[config.mk]
export PLATFORM = sky130hd
export DESIGN_NAME = uart_reg_master_flat
export DESIGN_NICKNAME = d
export VERILOG_FILES = /design/src/rtl/uart_reg_master_if.sv /design/src/rtl/uart_reg_master.sv /design/src/flat_wrapper.sv
export SDC_FILE = /design/constraint.sdc
export NUM_CORES = 1
export LEC_CHECK = 0
export ABC_AREA = 1
export CAP_MARGIN = 10
export CORE_MARGIN = 2
export CORE_UTILIZATION = 45
export CTS_CLUSTER_DIAMETER = 30
export DETAILED_ROUTE_END_ITERATION = 7
export GPL_ROUTABILITY_DRIVEN = 1
export PLACE_DENSITY_LB_ADDON = 0.25
export REMOVE_ABC_BUFFERS = 1
export SLEW_MARGIN = 20
export SYNTH_ARGS = -nofsm -noshare
export SYNTH_HDL_FRONTEND = slang
export SYNTH_SLANG_ARGS = --single-unit
export TNS_END_PERCENT = 1
[constraint.sdc]
create_clock -name clk_in -period 1.8 [get_ports clk_in]
set_clock_uncertainty 0.1 [all_clocks]
set_input_delay 0.54 -clock clk_in [delete_from_list [all_inputs] [get_ports clk_in]]
set_output_delay 0.54 -clock clk_in [all_outputs]
set_load 0.01 [all_outputs]
[src/rtl/uart_reg_master_if.sv]
// Request/response bus between a requester and uart_reg_master.
// Handshake: a request transfers on any cycle where req_valid_in & req_ready_out; the requester holds req_* stable until then, and rsp_valid_out is a one-cycle pulse with no back-pressure.
`timescale 1ns/1ps
interface uart_reg_master_if;
  logic       req_valid_in;
  logic       req_ready_out;
  logic       req_rw_in;
  logic [6:0] req_addr_in;
  logic [7:0] req_wdata_in;
  logic       rsp_valid_out;
  logic [7:0] rsp_rdata_out;
  logic       rsp_timeout_out;
  logic       busy_out;

  modport master (
    output req_valid_in, req_rw_in, req_addr_in, req_wdata_in,
    input  req_ready_out, rsp_valid_out, rsp_rdata_out, rsp_timeout_out, busy_out
  );

  modport slave (
    input  req_valid_in, req_rw_in, req_addr_in, req_wdata_in,
    output req_ready_out, rsp_valid_out, rsp_rdata_out, rsp_timeout_out, busy_out
  );
endinterface

[src/rtl/uart_reg_master.sv]
// Host-side initiator for the UART register protocol: sends header (+ write data) frames
// on tx_out and, for reads, collects one reply byte from rx_in with a timeout.
`timescale 1ns/1ps
module uart_reg_master #(
  parameter int CLKS_PER_BIT = 142,
  parameter int TIMEOUT_CLKS = 20000
) (
  input  logic                clk_in,
  input  logic                rst_in_n,
  uart_reg_master_if.slave    bus,
  output logic                tx_out,
  input  logic                rx_in,
  output logic [2:0]          state_dbg_out
);

  localparam int CW = $clog2(CLKS_PER_BIT + 1);
  localparam int TW = $clog2(TIMEOUT_CLKS + 1);
  localparam logic [CW-1:0] CPB_M1  = CW'(CLKS_PER_BIT - 1);
  localparam logic [CW-1:0] HALF_M1 = CW'(CLKS_PER_BIT / 2 - 1);
  localparam logic [TW-1:0] TO_M1   = TW'(TIMEOUT_CLKS - 1);

  typedef enum logic [2:0] {
    S_IDLE    = 3'd0,
    S_TX_HDR  = 3'd1,
    S_TX_DATA = 3'd2,
    S_WAIT    = 3'd3,
    S_DONE    = 3'd4
  } state_t;

  typedef enum logic [1:0] {
    R_IDLE  = 2'd0,
    R_START = 2'd1,
    R_DATA  = 2'd2,
    R_STOP  = 2'd3
  } rx_state_t;

  state_t          state_q, state_d;
  logic [9:0]      tx_shift_q, tx_shift_d;
  logic [CW-1:0]   tx_clk_q, tx_clk_d;
  logic [3:0]      tx_bit_q, tx_bit_d;
  logic [TW-1:0]   to_cnt_q, to_cnt_d;
  logic            to_flag_q, to_flag_d;
  logic [7:0]      rdata_q, rdata_d;
  logic            rw_q, rw_d;
  logic [7:0]      wdata_q, wdata_d;

  rx_state_t       rx_state_q, rx_state_d;
  logic            rx_sync1_q, rx_sync2_q, rx_prev_q;
  logic [CW-1:0]   rx_clk_q, rx_clk_d;
  logic [2:0]      rx_bit_q, rx_bit_d;
  logic [7:0]      rx_shift_q, rx_shift_d;
  logic            rx_done;

  // The stop-bit sample is only a valid byte when the line reads high there.
  assign rx_done = (rx_state_q == R_STOP) && (rx_clk_q == CPB_M1) && rx_sync2_q;

  always_comb begin
    state_d    = state_q;
    tx_shift_d = tx_shift_q;
    tx_clk_d   = tx_clk_q;
    tx_bit_d   = tx_bit_q;
    to_cnt_d   = to_cnt_q;
    to_flag_d  = to_flag_q;
    rdata_d    = rdata_q;
    rw_d       = rw_q;
    wdata_d    = wdata_q;
    case (state_q)
      S_IDLE: begin
        if (bus.req_valid_in) begin
          rw_d       = bus.req_rw_in;
          wdata_d    = bus.req_wdata_in;
          tx_shift_d = {1'b1, ~bus.req_rw_in, bus.req_addr_in, 1'b0};
          tx_clk_d   = '0;
          tx_bit_d   = '0;
          state_d    = S_TX_HDR;
        end
      end
      S_TX_HDR, S_TX_DATA: begin
        if (tx_clk_q == CPB_M1) begin
          tx_clk_d = '0;
          if (tx_bit_q == 4'd9) begin
            tx_bit_d = '0;
            if (state_q == S_TX_HDR && !rw_q) begin
              // Data frame starts right after the header stop bit, no idle gap.
              tx_shift_d = {1'b1, wdata_q, 1'b0};
              state_d    = S_TX_DATA;
            end else if (state_q == S_TX_HDR) begin
              tx_shift_d = '1;
              to_cnt_d   = '0;
              state_d    = S_WAIT;
            end else begin
              tx_shift_d = '1;
              to_flag_d  = 1'b0;
              state_d    = S_DONE;
            end
          end else begin
            tx_shift_d = {1'b1, tx_shift_q[9:1]};
            tx_bit_d   = tx_bit_q + 4'd1;
          end
        end else begin
          tx_clk_d = tx_clk_q + 1'b1;
        end
      end
      S_WAIT: begin
        if (rx_done) begin
          rdata_d   = rx_shift_q;
          to_flag_d = 1'b0;
          state_d   = S_DONE;
        end else if (to_cnt_q == TO_M1) begin
          to_flag_d = 1'b1;
          state_d   = S_DONE;
        end else begin
          to_cnt_d = to_cnt_q + 1'b1;
        end
      end
      S_DONE:  state_d = S_IDLE;
      default: state_d = S_IDLE;
    endcase
  end

  always_comb begin
    rx_state_d = rx_state_q;
    rx_clk_d   = rx_clk_q;
    rx_bit_d   = rx_bit_q;
    rx_shift_d = rx_shift_q;
    if (state_q != S_WAIT) begin
      rx_state_d = R_IDLE;
    end else begin
      case (rx_state_q)
        R_IDLE: begin
          if (rx_prev_q && !rx_sync2_q) begin
            rx_clk_d   = '0;
            rx_state_d = R_START;
          end
        end
        R_START: begin
          if (rx_clk_q == HALF_M1) begin
            rx_clk_d   = '0;
            rx_bit_d   = '0;
            rx_state_d = rx_sync2_q ? R_IDLE : R_DATA;
          end else begin
            rx_clk_d = rx_clk_q + 1'b1;
          end
        end
        R_DATA: begin
          if (rx_clk_q == CPB_M1) begin
            rx_clk_d   = '0;
            rx_shift_d = {rx_sync2_q, rx_shift_q[7:1]};
            if (rx_bit_q == 3'd7) rx_state_d = R_STOP;
            else                  rx_bit_d   = rx_bit_q + 3'd1;
          end else begin
            rx_clk_d = rx_clk_q + 1'b1;
          end
        end
        R_STOP: begin
          if (rx_clk_q == CPB_M1) begin
            rx_clk_d   = '0;
            rx_state_d = R_IDLE;
          end else begin
            rx_clk_d = rx_clk_q + 1'b1;
          end
        end
        default: rx_state_d = R_IDLE;
      endcase
    end
  end

  always_ff @(posedge clk_in or negedge rst_in_n) begin
    if (!rst_in_n) begin
      state_q    <= S_IDLE;
      tx_shift_q <= '1;
      tx_clk_q   <= '0;
      tx_bit_q   <= '0;
      to_cnt_q   <= '0;
      to_flag_q  <= 1'b0;
      rdata_q    <= '0;
      rw_q       <= 1'b0;
      wdata_q    <= '0;
      rx_state_q <= R_IDLE;
      rx_sync1_q <= 1'b1;
      rx_sync2_q <= 1'b1;
      rx_prev_q  <= 1'b1;
      rx_clk_q   <= '0;
      rx_bit_q   <= '0;
      rx_shift_q <= '0;
    end else begin
      state_q    <= state_d;
      tx_shift_q <= tx_shift_d;
      tx_clk_q   <= tx_clk_d;
      tx_bit_q   <= tx_bit_d;
      to_cnt_q   <= to_cnt_d;
      to_flag_q  <= to_flag_d;
      rdata_q    <= rdata_d;
      rw_q       <= rw_d;
      wdata_q    <= wdata_d;
      rx_state_q <= rx_state_d;
      rx_sync1_q <= rx_in;
      rx_sync2_q <= rx_sync1_q;
      rx_prev_q  <= rx_sync2_q;
      rx_clk_q   <= rx_clk_d;
      rx_bit_q   <= rx_bit_d;
      rx_shift_q <= rx_shift_d;
    end
  end

  assign tx_out              = tx_shift_q[0];
  assign bus.req_ready_out   = (state_q == S_IDLE);
  assign bus.busy_out        = (state_q != S_IDLE);
  assign bus.rsp_valid_out   = (state_q == S_DONE);
  assign bus.rsp_timeout_out = (state_q == S_DONE) && to_flag_q;
  assign bus.rsp_rdata_out   = rdata_q;
  assign state_dbg_out       = state_q;

endmodule

[src/flat_wrapper.sv]
// flat-port wrapper written by rule: the top's interface ports become plain ports
module uart_reg_master_flat 
#(
  parameter int CLKS_PER_BIT = 142,
  parameter int TIMEOUT_CLKS = 20000
)
  (clk_in, rst_in_n, tx_out, rx_in, state_dbg_out, bus_req_valid_in, bus_req_rw_in, bus_req_addr_in, bus_req_wdata_in, bus_req_ready_out, bus_rsp_valid_out, bus_rsp_rdata_out, bus_rsp_timeout_out, bus_busy_out);
  uart_reg_master_if bus_i ();
  input  logic clk_in;
  input  logic rst_in_n;
  output logic tx_out;
  input  logic rx_in;
  output logic [2:0] state_dbg_out;
  input wire logic [$bits(bus_i.req_valid_in)-1:0] bus_req_valid_in;
  input wire logic [$bits(bus_i.req_rw_in)-1:0] bus_req_rw_in;
  input wire logic [$bits(bus_i.req_addr_in)-1:0] bus_req_addr_in;
  input wire logic [$bits(bus_i.req_wdata_in)-1:0] bus_req_wdata_in;
  output wire logic [$bits(bus_i.req_ready_out)-1:0] bus_req_ready_out;
  output wire logic [$bits(bus_i.rsp_valid_out)-1:0] bus_rsp_valid_out;
  output wire logic [$bits(bus_i.rsp_rdata_out)-1:0] bus_rsp_rdata_out;
  output wire logic [$bits(bus_i.rsp_timeout_out)-1:0] bus_rsp_timeout_out;
  output wire logic [$bits(bus_i.busy_out)-1:0] bus_busy_out;
  assign bus_i.req_valid_in = bus_req_valid_in;
  assign bus_i.req_rw_in = bus_req_rw_in;
  assign bus_i.req_addr_in = bus_req_addr_in;
  assign bus_i.req_wdata_in = bus_req_wdata_in;
  assign bus_req_ready_out = bus_i.req_ready_out;
  assign bus_rsp_valid_out = bus_i.rsp_valid_out;
  assign bus_rsp_rdata_out = bus_i.rsp_rdata_out;
  assign bus_rsp_timeout_out = bus_i.rsp_timeout_out;
  assign bus_busy_out = bus_i.busy_out;
  uart_reg_master #(.CLKS_PER_BIT(CLKS_PER_BIT), .TIMEOUT_CLKS(TIMEOUT_CLKS)) u_core (.clk_in(clk_in), .rst_in_n(rst_in_n), .bus(bus_i), .tx_out(tx_out), .rx_in(rx_in), .state_dbg_out(state_dbg_out));
endmodule
# Word-level counts from Yosys, hierarchy flattened
# Index checks and enable logic that the tools add are counted.
# totals
reg_bits,82
inputBits,20
out_inout_bits,16
wordCells,131
# op_classes
add_sub_neg,5
eq_ne,32
n_mux,50
bitwise_logic,2
reduce_logical,26
# ops
cell,n
2-to-1 mux 15 bit,6
2-to-1 mux 8 bit,5
2-to-1 mux 3 bit,10
case mux 15 bit (2 select lines),1
case mux 8 bit (3 select lines),1
2-to-1 mux 10 bit,2
case mux 10 bit (2 select lines),1
2-to-1 mux 9 bit,2
"adder 8 x 1 -> 8 bit, second input constant",2
"== test 8 bit, second input constant",2
case mux 8 bit (2 select lines),1
"adder 15 x 1 -> 15 bit, second input constant",1
"== test 15 bit, second input constant",1
"inequality test 3 x 1 -> 1 bit, second input constant",5
2-to-1 mux 2 bit,7
2-to-1 mux 4 bit,3
"inequality test 2 x 1 -> 1 bit, second input constant",6
"inequality test 2 bit, second input constant",6
AND reduction 5 bit,2
case mux 3 bit (3 select lines),1
"== test 8 x 7 -> 1 bit, second input constant",1
case mux 2 bit (4 select lines),1
case mux 4 bit (2 select lines),1
AND reduction 2 bit,4
25 further kinds,43

# Depth between registers and ports, before layout
# Gate-level depths: netlist of run 1.
# depth
word_depth,6
mapped_depth,11

# Worst setup path before layout of run 1
# OpenSTA, ideal clock, no wires.
# synth_timing
kind,register -> output
startpoint,"register u_core.state_q[0], in the netlist u_core.state_dbg_out[0]"
endpoint,output bus_rsp_timeout_out
t_arrival_ns,1.053
t_required_ns,1.160
path_slack_ns,0.107
stages_incl_launch_ff,3
n_path_buf,0
path_cell_list,dfrtp_1 -> nor3_1 -> and2_1
# synth_via
elab_chain_len,2
# synth_lines
item,line_no,source
from (decl),uart_reg_master.sv:37,"state_t state_q, state_d;"
from (signal assigned),uart_reg_master.sv:187,state_q <= state_d;
== test 3 bit,n/a,
named net bus_rsp_valid_out,flat_wrapper.sv:19,output wire logic [$bits(bus_i.rsp_valid_out)-1:0] bus_rsp_valid_out;
logical AND 1 bit,uart_reg_master.sv:210,assign bus.rsp_timeout_out = (state_q == S_DONE) && to_flag_q;
to (decl),flat_wrapper.sv:21,output wire logic [$bits(bus_i.rsp_timeout_out)-1:0] bus_rsp_timeout_out;
# The timed path passes the listed nets, and every way through them passes these cells.

# Worst setup path after layout of run 1
# layout_timing
startpoint,"register u_core.state_q[1], in the netlist u_core.state_dbg_out[1]"
endpoint,output bus_req_ready_out
# layout_via
elab_chain_len,1
# layout_lines
item,line_no,source
logical NOT 3 bit,uart_reg_master.sv:207,assign bus.req_ready_out = (state_q == S_IDLE);
to (decl),flat_wrapper.sv:18,output wire logic [$bits(bus_i.req_ready_out)-1:0] bus_req_ready_out;
# No other way between the ends.

==> results of run 1 <==
==> kinds of logic after synthesis <==
kind of cell,Yosys count,synth area share [%]
AND/OR/NAND/NOR,349,33.98
adder cells (fa/ha/maj),10,2.765
AO/OA/AOI/OAI,74,9.068
flip-flops,81,45.12
buffers and inverters,79,7.327
XOR/XNOR,9,1.742
==> routing by layer <==
metal / vias up / part of all wire [%] / track usage (%)
li1: 2085 / - / -
met1: 1877 / 45 / 24.43
met2: 61 / 51 / 33.57
met3: 12 / 3.1 / 3.759
met4: 0 / 1.0 / 6.757
met5: - / 0 / 0
==> timing repair <==
| item | CTS | global route |
|---|---|---|
| gates resized for setup | 47 | 36 |
| hold buffers | 1 | 0 |
| pin swaps | 5 | 6 |
| endpoints found under the setup margin | 16 | 66 |
| setup buffers | 4 | 3 |
| hold endpoints to repair | 20 | 0 |
| gates cloned | 0 | 0 |
==> how the worst min path moves through the flow <==
stage                                            from                                      end  depth (start not counted)
after floorplan                              rst_in_n  u_core.bus.rsp_rdata_out[0]$_DFFE_PN0P_                          0
after detailed placement  u_core.rx_sync2_q$_DFF_PN1_               u_core.rx_prev_q$_DFF_PN1_                          0
after CTS                 u_core.rx_sync2_q$_DFF_PN1_               u_core.rx_prev_q$_DFF_PN1_                          0
final                     u_core.rx_sync2_q$_DFF_PN1_               u_core.rx_prev_q$_DFF_PN1_                          0
after global placement    u_core.rx_sync2_q$_DFF_PN1_               u_core.rx_prev_q$_DFF_PN1_                          0
after global routing      u_core.rx_sync1_q$_DFF_PN1_              u_core.rx_sync2_q$_DFF_PN1_                          0
==> worst max-delay path, delay by kind of cell, from the launching register on <==
family / cells / cell delay (ps)
flip-flops: 1 / 420
AND/OR/NAND/NOR: 2 / 160
buffers and inverters: 3 / 340
==> report_power, final <==
group	switching (µW)	internal (µW)
Sequential	254	2270
Clock	674	865
Combinational	1900	1430
==> cells in the final DEF, fill, tap and decap left out, types with 5 or more instances in the layout <==
master           count
buf_12               5
a21oi_1              6
xor2_1               7
nor3_1               6
o21ai_1             24
nand3_1             36
clkdlybuf4s50_1     18
nand2_4              5
nand2_1            197
dfrtp_1             69
nand4_1             14
o21ai_0             28
nand3_2              5
buf_6               12
buf_4               37
inv_1               54
clkbuf_8            11
inv_2               12
dfstp_2             12
o21ai_2             10
ha_1                10
dlygate4sd2_1        8
nor2_4               9
nor2_1              59
==> state kept, by name, summed over array words and instances (netlist names), 2 cells and up <==
register,flops
u_core.to_cnt_q,15
u_core.tx_shift_q,9
u_core.bus.rsp_rdata_out,8
u_core.rx_clk_q,8
u_core.rx_shift_q,8
u_core.tx_clk_q,8
u_core.wdata_q,8
u_core.tx_bit_q,4
u_core.rx_bit_q,3
u_core.state_dbg_out,3
u_core.rx_state_q,2
==> through the flow <==
stage	instances	hold slack, ps	worst slack (ps)
finish	826	265.7	-101.6
global route	826	274.6	-152.5
CTS	823	272.2	-126.7
detailed placement	802	263.1	-193.4
global placement	802	255.7	-176.5
floorplan	590	144.4	-46.52
==> cell type report <==
cell class	instances	area, µm²	area share, %
clock inverter	5	85.08	1.476
inverter	67	254.0	4.406
clock buffer	11	151.4	2.626
tap	133	166.4	2.887
multi-input combinational	442	2262	39.24
sequential	81	2042	35.42
timing repair buffer	87	803.3	13.94
==> results.md, run 1 <==
* Cell chain of the critical path: buf_4, nor2_4, nand2_2, inv_2, buf_2
* Setup ws final at -101.6 ps
* Worst skew pair latency at 350 ps
* Final period util at 105.6%
* DRC Markers at 0
* TritonCTS Buffers at 9
* Max_cap viols at 0
* Largest stage delay, worst path at 420 ps
* Setup crit start: u_core.state_dbg_out[1]$_DFFE_PN0P_
* Filler cells at 908
* CP required at 1160 ps
* Layout area overhead at 27.37%
* Flop2flop setup slack at -30 ps
* Endpoints failing setup at 10
* Clk root buf: clkbuf_8
* Most common cell in the netlist: nand2_1
* FF-to-FF End: u_core.rx_clk_q[6]$_DFFE_PN0P_
* Status: finished with violations
* Initial cell density of the core at 46.30%
* Fraction of layout cells with a size suffix above 1 at 21.36%
* CTS sink cnt at 81
* Synth Warn # at 0
* IO Count at 36
* Top post-synthesis cells by area: dfrtp_1 38%, nand2_1 17%, dfstp_2 7.0%
* Biggest area consumer among synthesized cells: dfrtp_1
* Power consumption at 7402 µW
* GRT overflow at 0
* Number of synthesized flops with an enable pin at 0
* IO buf count at 35
* H-tree level count at 3
* Largest net degree at the start of global routing at 37
* Async S/R FF share, synth at 100.0%
* Final RePlAce weighted congestion at 0.9095
* Die area at 0.01088 mm²
* Initial antenna violation count at 0
* Final Slew Violations at 0
* FF+latch count, synth at 81
* Synthesized cell area at 0.004526 mm²
* Commonest cells in the netlist: 201 x nand2_1, 69 x dfrtp_1, 61 x nor2_1
* Violated checks: negative setup slack
* RSZ-0062 raised after global routing: true
* Synth Area per Inst at 7.518 µm²
* Yosys top cell area share at 38.15%
* Slowest CP cell: dfrtp_1
* Worst vdd ir at 642.0 µV
* Clock transition at path regs at 90 ps
* Fin. Hold Viols at 0
* Min Tclk post-route at 1902 ps
* Critical Path Start Type: flop
* Height of the die at 104.3 µm
* DR iter-0 viols at 197
* Most used DFF post-synth: dfrtp_1
* Pleak at 0.002811 µW
* Worst EP arrival at 1260 ps
* DR WL/cell at 12.12 µm
* Post-layout util at 58.97%
* Diodes inserted at 0
* Die Wd at 104.3 µm
* WS Path Type: reg2out
* Vias per cell at 4.885
* Relative slew margins at 72.00%
* Max frequency at 525.9 MHz
* Drt total wl at 10.01 mm
* Critical path peak fanout at 3
* Worst Max-Slew Pin Slew at 416.8 ps
* CTS tree: done
* Sequential area share after synthesis at 45.12%
* Post-Synthesis Cells at 602
* Synth unique cells at 33
* CORE AREA at 0.009774 mm²
* Placed inst area at 0.005355 mm²
* First-pass GRT wire length at 17.77 mm
* ANT nets after route at 0
* R2R depth at 11
* Dpl hpwl at 7.411 mm
* Worst r2r src: u_core.state_dbg_out[1]$_DFFE_PN0P_
* Fin nets at 718
* First drt pass iteration count at 5
* Gr usage total at 19.50%
* Setup crit end: bus_req_ready_out
* Path type of the worst min-delay path: reg2reg
* Design Area, Final at 0.005764 mm²
* Setup TNS at -374.1 ps
* Power density cells at 1284 mW/mm²
* Clk buf depth at 2
* Vias at 4035
* Row cnt at 36
* Vias in the first global route at 4041
* CP Capture Type: output port
No activity file was read; power rests on OpenSTA's default activity.
==> inputs of run 2 (changes only) <==
--- a/config.mk
+++ b/config.mk
@@ -7,8 +7,8 @@
 export LEC_CHECK = 0
 export ABC_AREA = 1
 export CAP_MARGIN = 10
-export CORE_MARGIN = 2
-export CORE_UTILIZATION = 45
+export CORE_MARGIN = 4
+export CORE_UTILIZATION = 55
 export CTS_CLUSTER_DIAMETER = 30
 export DETAILED_ROUTE_END_ITERATION = 7
 export GPL_ROUTABILITY_DRIVEN = 1
==> run 2 against run 1 <==
  * The flow still finishes with violations (negative setup slack)
  * Hold slack worse by 0.88 ps
  * Global-route usage up 3.8 points
  * Non-clock buffer count down 1
  * Fmax down 2.5%
  * Wire length up 7.8%
  * Cell area unchanged
  * Die area down 10%
  * Largest cell class unchanged
==> results.md, run 2 (synthesis gave the netlist of run 1 again) <==
* Fin nets at 717 (was 718)
* Violated checks: negative setup slack (unchanged)
* RSZ-0062 raised after global routing: true (unchanged)
* Fraction of layout cells with a size suffix above 1 at 22.25% (was 21.36%)
* Largest register by flop count: u_core.to_cnt_q (unchanged)
* Vias in the first global route at 4293 (was 4041)
* R2R depth at 13 (was 11)
* Clock transition at path regs at 90 ps (about the same)
* CP required at 1160 ps (about the same)
* Drt total wl at 10.79 mm (was 10.01 mm)
* Crit path max-delay family: flip-flops (unchanged)
* Final RePlAce weighted congestion at 0.9183 (was 0.9095)
* Min Tclk post-route at 1950 ps (was 1902 ps)
* Path type of the worst min-delay path: reg2reg (unchanged)
* Cell chain of the critical path: nor3_4, and2_4, buf_6 (was buf_4, nor2_4, nand2_2, inv_2, buf_2)
* Height of the die at 98.71 µm (was 104.3 µm)
* First drt pass iteration count at 5 (unchanged)
* CTS tree: done (unchanged)
* Vias at 4124 (was 4035)
* Number of instances in the placed design at 774 (was 802)
* Setup TNS at -533.0 ps (was -374.1 ps)
* Row cnt at 32 (was 36)
* Gr usage total at 23.28% (was 19.50%)
* Relative slew margins at 74.19% (was 72.00%)
* Clk root buf: clkbuf_8 (unchanged)
* Largest net degree at the start of global routing at 32 (was 37)
* Biggest regs: u_core.to_cnt_q (15), u_core.tx_shift_q (9) (unchanged)
* Placed inst area at 0.005339 mm² (was 0.005355 mm²)
* TritonCTS Buffers at 9 (unchanged)
* Layout area overhead at 27.37% (unchanged)
* Flop2flop setup slack at -40 ps (was -30 ps)
* CTS sink cnt at 81 (unchanged)
* Endpoints failing setup at 6 (was 10)
* Final period util at 108.3% (was 105.6%)
* Fin. Hold Viols at 0 (unchanged)
* Non-filler instance count after layout at 794 (was 826)
* Initial antenna violation count at 0 (unchanged)
* GRT overflow at 0 (unchanged)
* Worst EP arrival at 1310 ps (was 1260 ps)
* Hold depth at 0 (unchanged)
* Largest stage delay, worst path at 440 ps (was 420 ps)
* Initial cell density of the core at 57.67% (was 46.30%)
* Critical path peak fanout at 2 (was 3)
* Dpl hpwl at 7.650 mm (was 7.411 mm)
* DRC Markers at 0 (unchanged)
* First-pass GRT wire length at 18.80 mm (was 17.77 mm)
* Largest register FFs at 15 (unchanged)
* Design Area, Final at 0.005764 mm² (unchanged)
* Worst Max-Slew Pin Slew at 385.7 ps (was 416.8 ps)
* Most common cell after layout, fill and taps aside: nand2_1 (unchanged)
* Status: finished with violations (unchanged)
* DR WL/cell at 13.59 µm (was 12.12 µm)
* Final Slew Violations at 0 (unchanged)
* Worst vdd ir at 1084 µV (was 642.0 µV)
* WS Path Type: reg2out (unchanged)
* Stages on worst setup path at 3 (was 5)
* Most frequent cells in the layout: 191 x nand2_1, 69 x dfrtp_1, 57 x nor2_1, 54 x inv_1 (was 197 x nand2_1, 69 x dfrtp_1, 59 x nor2_1, 54 x inv_1, 37 x buf_4)
* Vias per cell at 5.194 (was 4.885)
* Diodes inserted at 0 (unchanged)
* CP Buf/Inv Count at 1 (was 3)
* Max frequency at 512.9 MHz (was 525.9 MHz)
* Slowest CP cell: dfrtp_1 (unchanged)
* Die Wd at 98.71 µm (was 104.3 µm)
* Filler cells at 582 (was 908)
* IO Count at 36 (unchanged)
* CP Capture Type: output port (unchanged)
* Setup ws final at -149.8 ps (was -101.6 ps)
* Power consumption at 7626 µW (was 7402 µW)
* DR iter-0 viols at 220 (was 197)
* CORE AREA at 0.007848 mm² (was 0.009774 mm²)
* Max_cap viols at 0 (unchanged)
* IO buf count at 35 (unchanged)
* Pleak at 0.002811 µW (about the same)
* Die area at 0.009744 mm² (was 0.01088 mm²)
* Clk buf depth at 2 (unchanged)
* Hold_ws at 264.9 ps (was 265.7 ps)
* ANT nets after route at 0 (unchanged)
* H-tree level count at 3 (unchanged)
* Power density cells at 1323 mW/mm² (was 1284 mW/mm²)
* Critical Path Start Type: flop (unchanged)
* Worst skew pair latency at 370 ps (was 350 ps)
[run 2: changes by cell type in the layout (fill, tap and decap cells not counted), sizes merged]
cell	change
bufinv	+1
clkinv	+1
clkbuf	-3
inv	+1
clkinvlp	-1
[run 2: stage by stage]
stage                     utilization (%)  setup slack [ps]
after floorplan                         -            -46.52
after global placement              68.03            -224.4
after detailed placement            68.03            -247.4
after CTS                           71.99            -126.8
after global routing                73.45            -189.7
final                               73.45            -149.8
[run 2: timing repair]
action                                  4_1_cts  5_1_grt
hold buffers                                  1        0
endpoints found under the hold margin        19        0
pin swaps                                     6       10
endpoints found under the setup margin       47       75
setup buffers                                 2        1
resized for setup                            61       30
[run 2: cell type report]
type,count,area (µm²),area share [%]
Multi-Input combinational cell,442,2285,39.64
Sequential cell,81,2042,35.42
Timing Repair Buffer,86,807.0,14.00
Inverter,67,254.0,4.406
Tap cell,102,127.6,2.214
Clock inverter,7,125.1,2.171
Clock buffer,9,123.9,2.149
[run 2: power by group]
part | internal, µW | leakage [µW] | switching (µW)
Combinational | 1460 | 0.00162 | 1970
Clock | 936 | 0.000124 | 735
Sequential | 2270 | 0.00106 | 257
[run 2: final timing paths]
kind                                                     start                                to
max                        u_core.state_dbg_out[0]$_DFFE_PN0P_               bus_rsp_timeout_out
min                                u_core.rx_sync1_q$_DFF_PN1_       u_core.rx_sync2_q$_DFF_PN1_
min reg2reg                        u_core.rx_sync1_q$_DFF_PN1_       u_core.rx_sync2_q$_DFF_PN1_
max in group asynchronous                             rst_in_n  u_core.tx_shift_q[4]$_DFFE_PN1P_
max reg2reg                u_core.state_dbg_out[1]$_DFFE_PN0P_    u_core.tx_clk_q[3]$_DFFE_PN0P_
min in group asynchronous                             rst_in_n    u_core.rx_clk_q[3]$_DFFE_PN0P_
[run 2: worst reg2reg max path, stage by stage, from the launching register on]
cell     delay [ps]
dfrtp_1         440
buf_6           150
nor2_4           80
nand2_2          70
buf_4           140
buf_6           110
nor2_4          120
nor2_4           70
inv_2           100
buf_12          120
nand2_1          60
nand2_1          70
nand2_1          40
nor2_1           90
[run 2: routing by layer]
metal	wire length, µm	part of all wire, %	vias up	track usage, %
li1	-	-	2087	-
met1	4640	43	1923	28.09
met2	5486	51	96	41.65
met3	429	4.0	18	3.397
met4	235	2.2	0	9.349
met5	0	0	-	0
==> inputs of run 3 (changes only) <==
--- a/config.mk
+++ b/config.mk
@@ -8,7 +8,7 @@
 export ABC_AREA = 1
 export CAP_MARGIN = 10
 export CORE_MARGIN = 4
-export CORE_UTILIZATION = 55
+export CORE_UTILIZATION = 53
 export CTS_CLUSTER_DIAMETER = 30
 export DETAILED_ROUTE_END_ITERATION = 7
 export GPL_ROUTABILITY_DRIVEN = 1
==> run 3 against run 2 <==
  * Cell area down 1.9%
  * Register-to-register slack worse by 50 ps
  * Non-clock buffer count up 2
  * Setup slack worse by 39 ps
  * Sequential power about the same
  * Global-route usage down 1.1 points
  * Largest power group unchanged
  * The run still ends with negative setup slack left
==> results.md, run 3 (synthesis gave the netlist of run 1 again) <==
* Initial cell density of the core at 54.80% (was 57.67%)
* Non-filler instance count after layout at 799 (was 794)
* Clock share of power at 19.0% (was 21.9%)
* Endpoints failing setup at 35 (was 6)
* Power density cells at 1271 mW/mm² (was 1323 mW/mm²)
* WS Path Type: reg2out (unchanged)
* Max frequency at 502.8 MHz (was 512.9 MHz)
* Min Tclk post-route at 1989 ps (was 1950 ps)
* Fin. Hold Viols at 0 (unchanged)
* Diodes inserted at 0 (unchanged)
* First-pass GRT wire length at 18.28 mm (was 18.80 mm)
* Clk buf depth at 2 (unchanged)
* Height of the die at 100.4 µm (was 98.71 µm)
* CP Capture Type: output port (unchanged)
* Die area at 0.01008 mm² (was 0.009744 mm²)
* CTS tree: done (unchanged)
* Sequential Power Share at 35.1% (was 33.2%)
* Largest register by flop count: u_core.to_cnt_q (unchanged)
* Status: finished with violations (unchanged)
* Worst vdd ir at 1015 µV (was 1084 µV)
* Setup TNS at -1739 ps (was -533.0 ps)
* Critical path peak fanout at 2 (unchanged)
* Largest stage delay, worst path at 430 ps (was 440 ps)
* Path type of the worst min-delay path: reg2reg (unchanged)
* Switching part of the total power at 41.16% (was 38.82%)
* Violated checks: negative setup slack (unchanged)
* IO Count at 36 (unchanged)
* RSZ-0062 raised after global routing: true (unchanged)
* Filler cells at 684 (was 582)
* Relative slew margins at 71.43% (was 74.19%)
* Pint at 4228 µW (was 4665 µW)
* Layout area overhead at 24.94% (was 27.37%)
* Number of instances in the placed design at 776 (was 774)
* GRT overflow at 0 (unchanged)
* Fin nets at 719 (was 717)
* Pleak at 0.002795 µW (was 0.002811 µW)
* Biggest regs: u_core.to_cnt_q (15), u_core.tx_shift_q (9) (unchanged)
* Critical Path Start Type: flop (unchanged)
* Flop2flop setup slack at -90 ps (was -40 ps)
* CORE AREA at 0.008258 mm² (was 0.007848 mm²)
* P_sw at 2958 µW (was 2960 µW)
* Row cnt at 33 (was 32)
* Dpl hpwl at 7.642 mm (was 7.650 mm)
* Final period util at 110.5% (was 108.3%)
* Cell chain of the critical path: nor3_2, buf_4, and2_4, buf_6 (was nor3_4, and2_4, buf_6)
* Logic pwr share at 45.9% (was 44.9%)
* Seq. cell area at 0.002042 mm² (unchanged)
* CTS sink cnt at 81 (unchanged)
* Drt total wl at 10.42 mm (was 10.79 mm)
* Area occupied by multi-input gates at 0.002231 mm² (was 0.002285 mm²)
* Most frequent cells in the layout: 196 x nand2_1, 69 x dfrtp_1, 59 x nor2_1, 55 x inv_1, 41 x buf_4 (was 191 x nand2_1, 69 x dfrtp_1, 57 x nor2_1, 54 x inv_1)
* Worst Max-Slew Pin Slew at 425.3 ps (was 385.7 ps)
* Clock transition at path regs at 90 ps (about the same)
* Dpl ws at -182.7 ps (was -247.4 ps)
* DR iter-0 viols at 137 (was 220)
* Clk root buf: clkbuf_8 (unchanged)
* DRC Markers at 0 (unchanged)
* TritonCTS Buffers at 9 (unchanged)
* Largest net degree at the start of global routing at 31 (was 32)
* Setup ws final at -189.0 ps (was -149.8 ps)
* Initial antenna violation count at 0 (unchanged)
* Worst skew pair latency at 370 ps (about the same)
* First drt pass iteration count at 5 (unchanged)
* CP required at 1160 ps (about the same)
* Max_cap viols at 0 (unchanged)
* Final Slew Violations at 0 (unchanged)
* Vias per cell at 5.181 (was 5.194)
* Worst EP arrival at 1350 ps (was 1310 ps)
* Vias in the first global route at 4195 (was 4293)
* H-tree level count at 3 (unchanged)
* DR WL/cell at 13.04 µm (was 13.59 µm)
* Slowest CP cell: dfrtp_1 (unchanged)
* Final RePlAce weighted congestion at 0.9412 (was 0.9183)
* IO buf count at 35 (unchanged)
* Gr usage total at 22.22% (was 23.28%)
* Largest register FFs at 15 (unchanged)
* ANT nets after route at 0 (unchanged)
* Vias at 4140 (was 4124)
* Fraction of layout cells with a size suffix above 1 at 20.75% (was 22.25%)
* Die Wd at 100.4 µm (was 98.71 µm)
* Most common cell after layout, fill and taps aside: nand2_1 (unchanged)
## run 3: cell types whose count changed in the layout (fill, tap and decap cells not counted), sizes merged
cell / change
bufinv: -3
inv: +2
clkinv: +1
buf: +2
## run 3: power by group through the flow
stage	registers (µW)	logic [µW]	clock network (µW)
after global routing	2560	3680	1460
after detailed placement	2530	2990	0
after global placement	2510	2900	0
after CTS	2510	3130	1380
after floorplan	2530	1670	0
final	2520	3300	1360
## run 3: worst paths after layout
path                            depth (start not counted)                           startpoint                                   to
worst max-delay path                                    4  u_core.state_dbg_out[1]$_DFFE_PN0P_                  bus_rsp_timeout_out
worst max register to register                         14  u_core.state_dbg_out[1]$_DFFE_PN0P_  u_core.state_dbg_out[0]$_DFFE_PN0P_
max in group asynchronous                               3                             rst_in_n     u_core.tx_shift_q[1]$_DFFE_PN1P_
worst min register to register                          0          u_core.rx_sync1_q$_DFF_PN1_          u_core.rx_sync2_q$_DFF_PN1_
min in group asynchronous                               2                             rst_in_n       u_core.rx_clk_q[4]$_DFFE_PN0P_
worst min-delay path                                    0          u_core.rx_sync1_q$_DFF_PN1_          u_core.rx_sync2_q$_DFF_PN1_
## run 3: cell type report
| type | instances | area share (%) |
|---|---|---|
| repair buffers | 88 | 13.99 |
| well taps | 105 | 2.324 |
| clock buffers | 9 | 2.191 |
| flip-flops and latches | 81 | 36.11 |
| clock inverters | 7 | 1.438 |
| inverters | 67 | 4.492 |
| multi-input cells | 442 | 39.46 |
## run 3: through the flow
stage          total power (µW)  area (µm²)  hold slack (ps)  util (%)
6_report                   7185        5654            262.8     68.47
3_3_place_gp               5417        5323            245.8     64.45
2_1_floorplan              4200        4448            144.4         -
5_1_grt                    7705        5654            266.2     68.47
4_1_cts                    7011        5577            262.4     67.53
3_5_place_dp               5517        5323            248.7     64.45
## run 3: repair_timing
| item | 4_1_cts | 5_1_grt |
|---|---|---|
| hold buffers | 1 | 0 |
| pin swaps | 4 | 4 |
| gates resized for setup | 52 | 29 |
| endpoints found under the setup margin | 45 | 78 |
| setup buffers | 5 | 1 |
| endpoints found under the hold margin | 21 | 0 |
## run 3: routing by layer
layer	vias up	GRT usage, %	routed length (µm)
met5	-	0	0
met4	0	6.114	143
met3	13	3.753	354
met2	81	40.62	5323
met1	1950	26.85	4598
li1	2096	-	-
## run 3: critical path, delay by kind of cell (launching register included)
family | cells | cell delay (ps)
flip-flops | 1 | 430
buffers and inverters | 2 | 240
AND/OR/NAND/NOR | 2 | 310
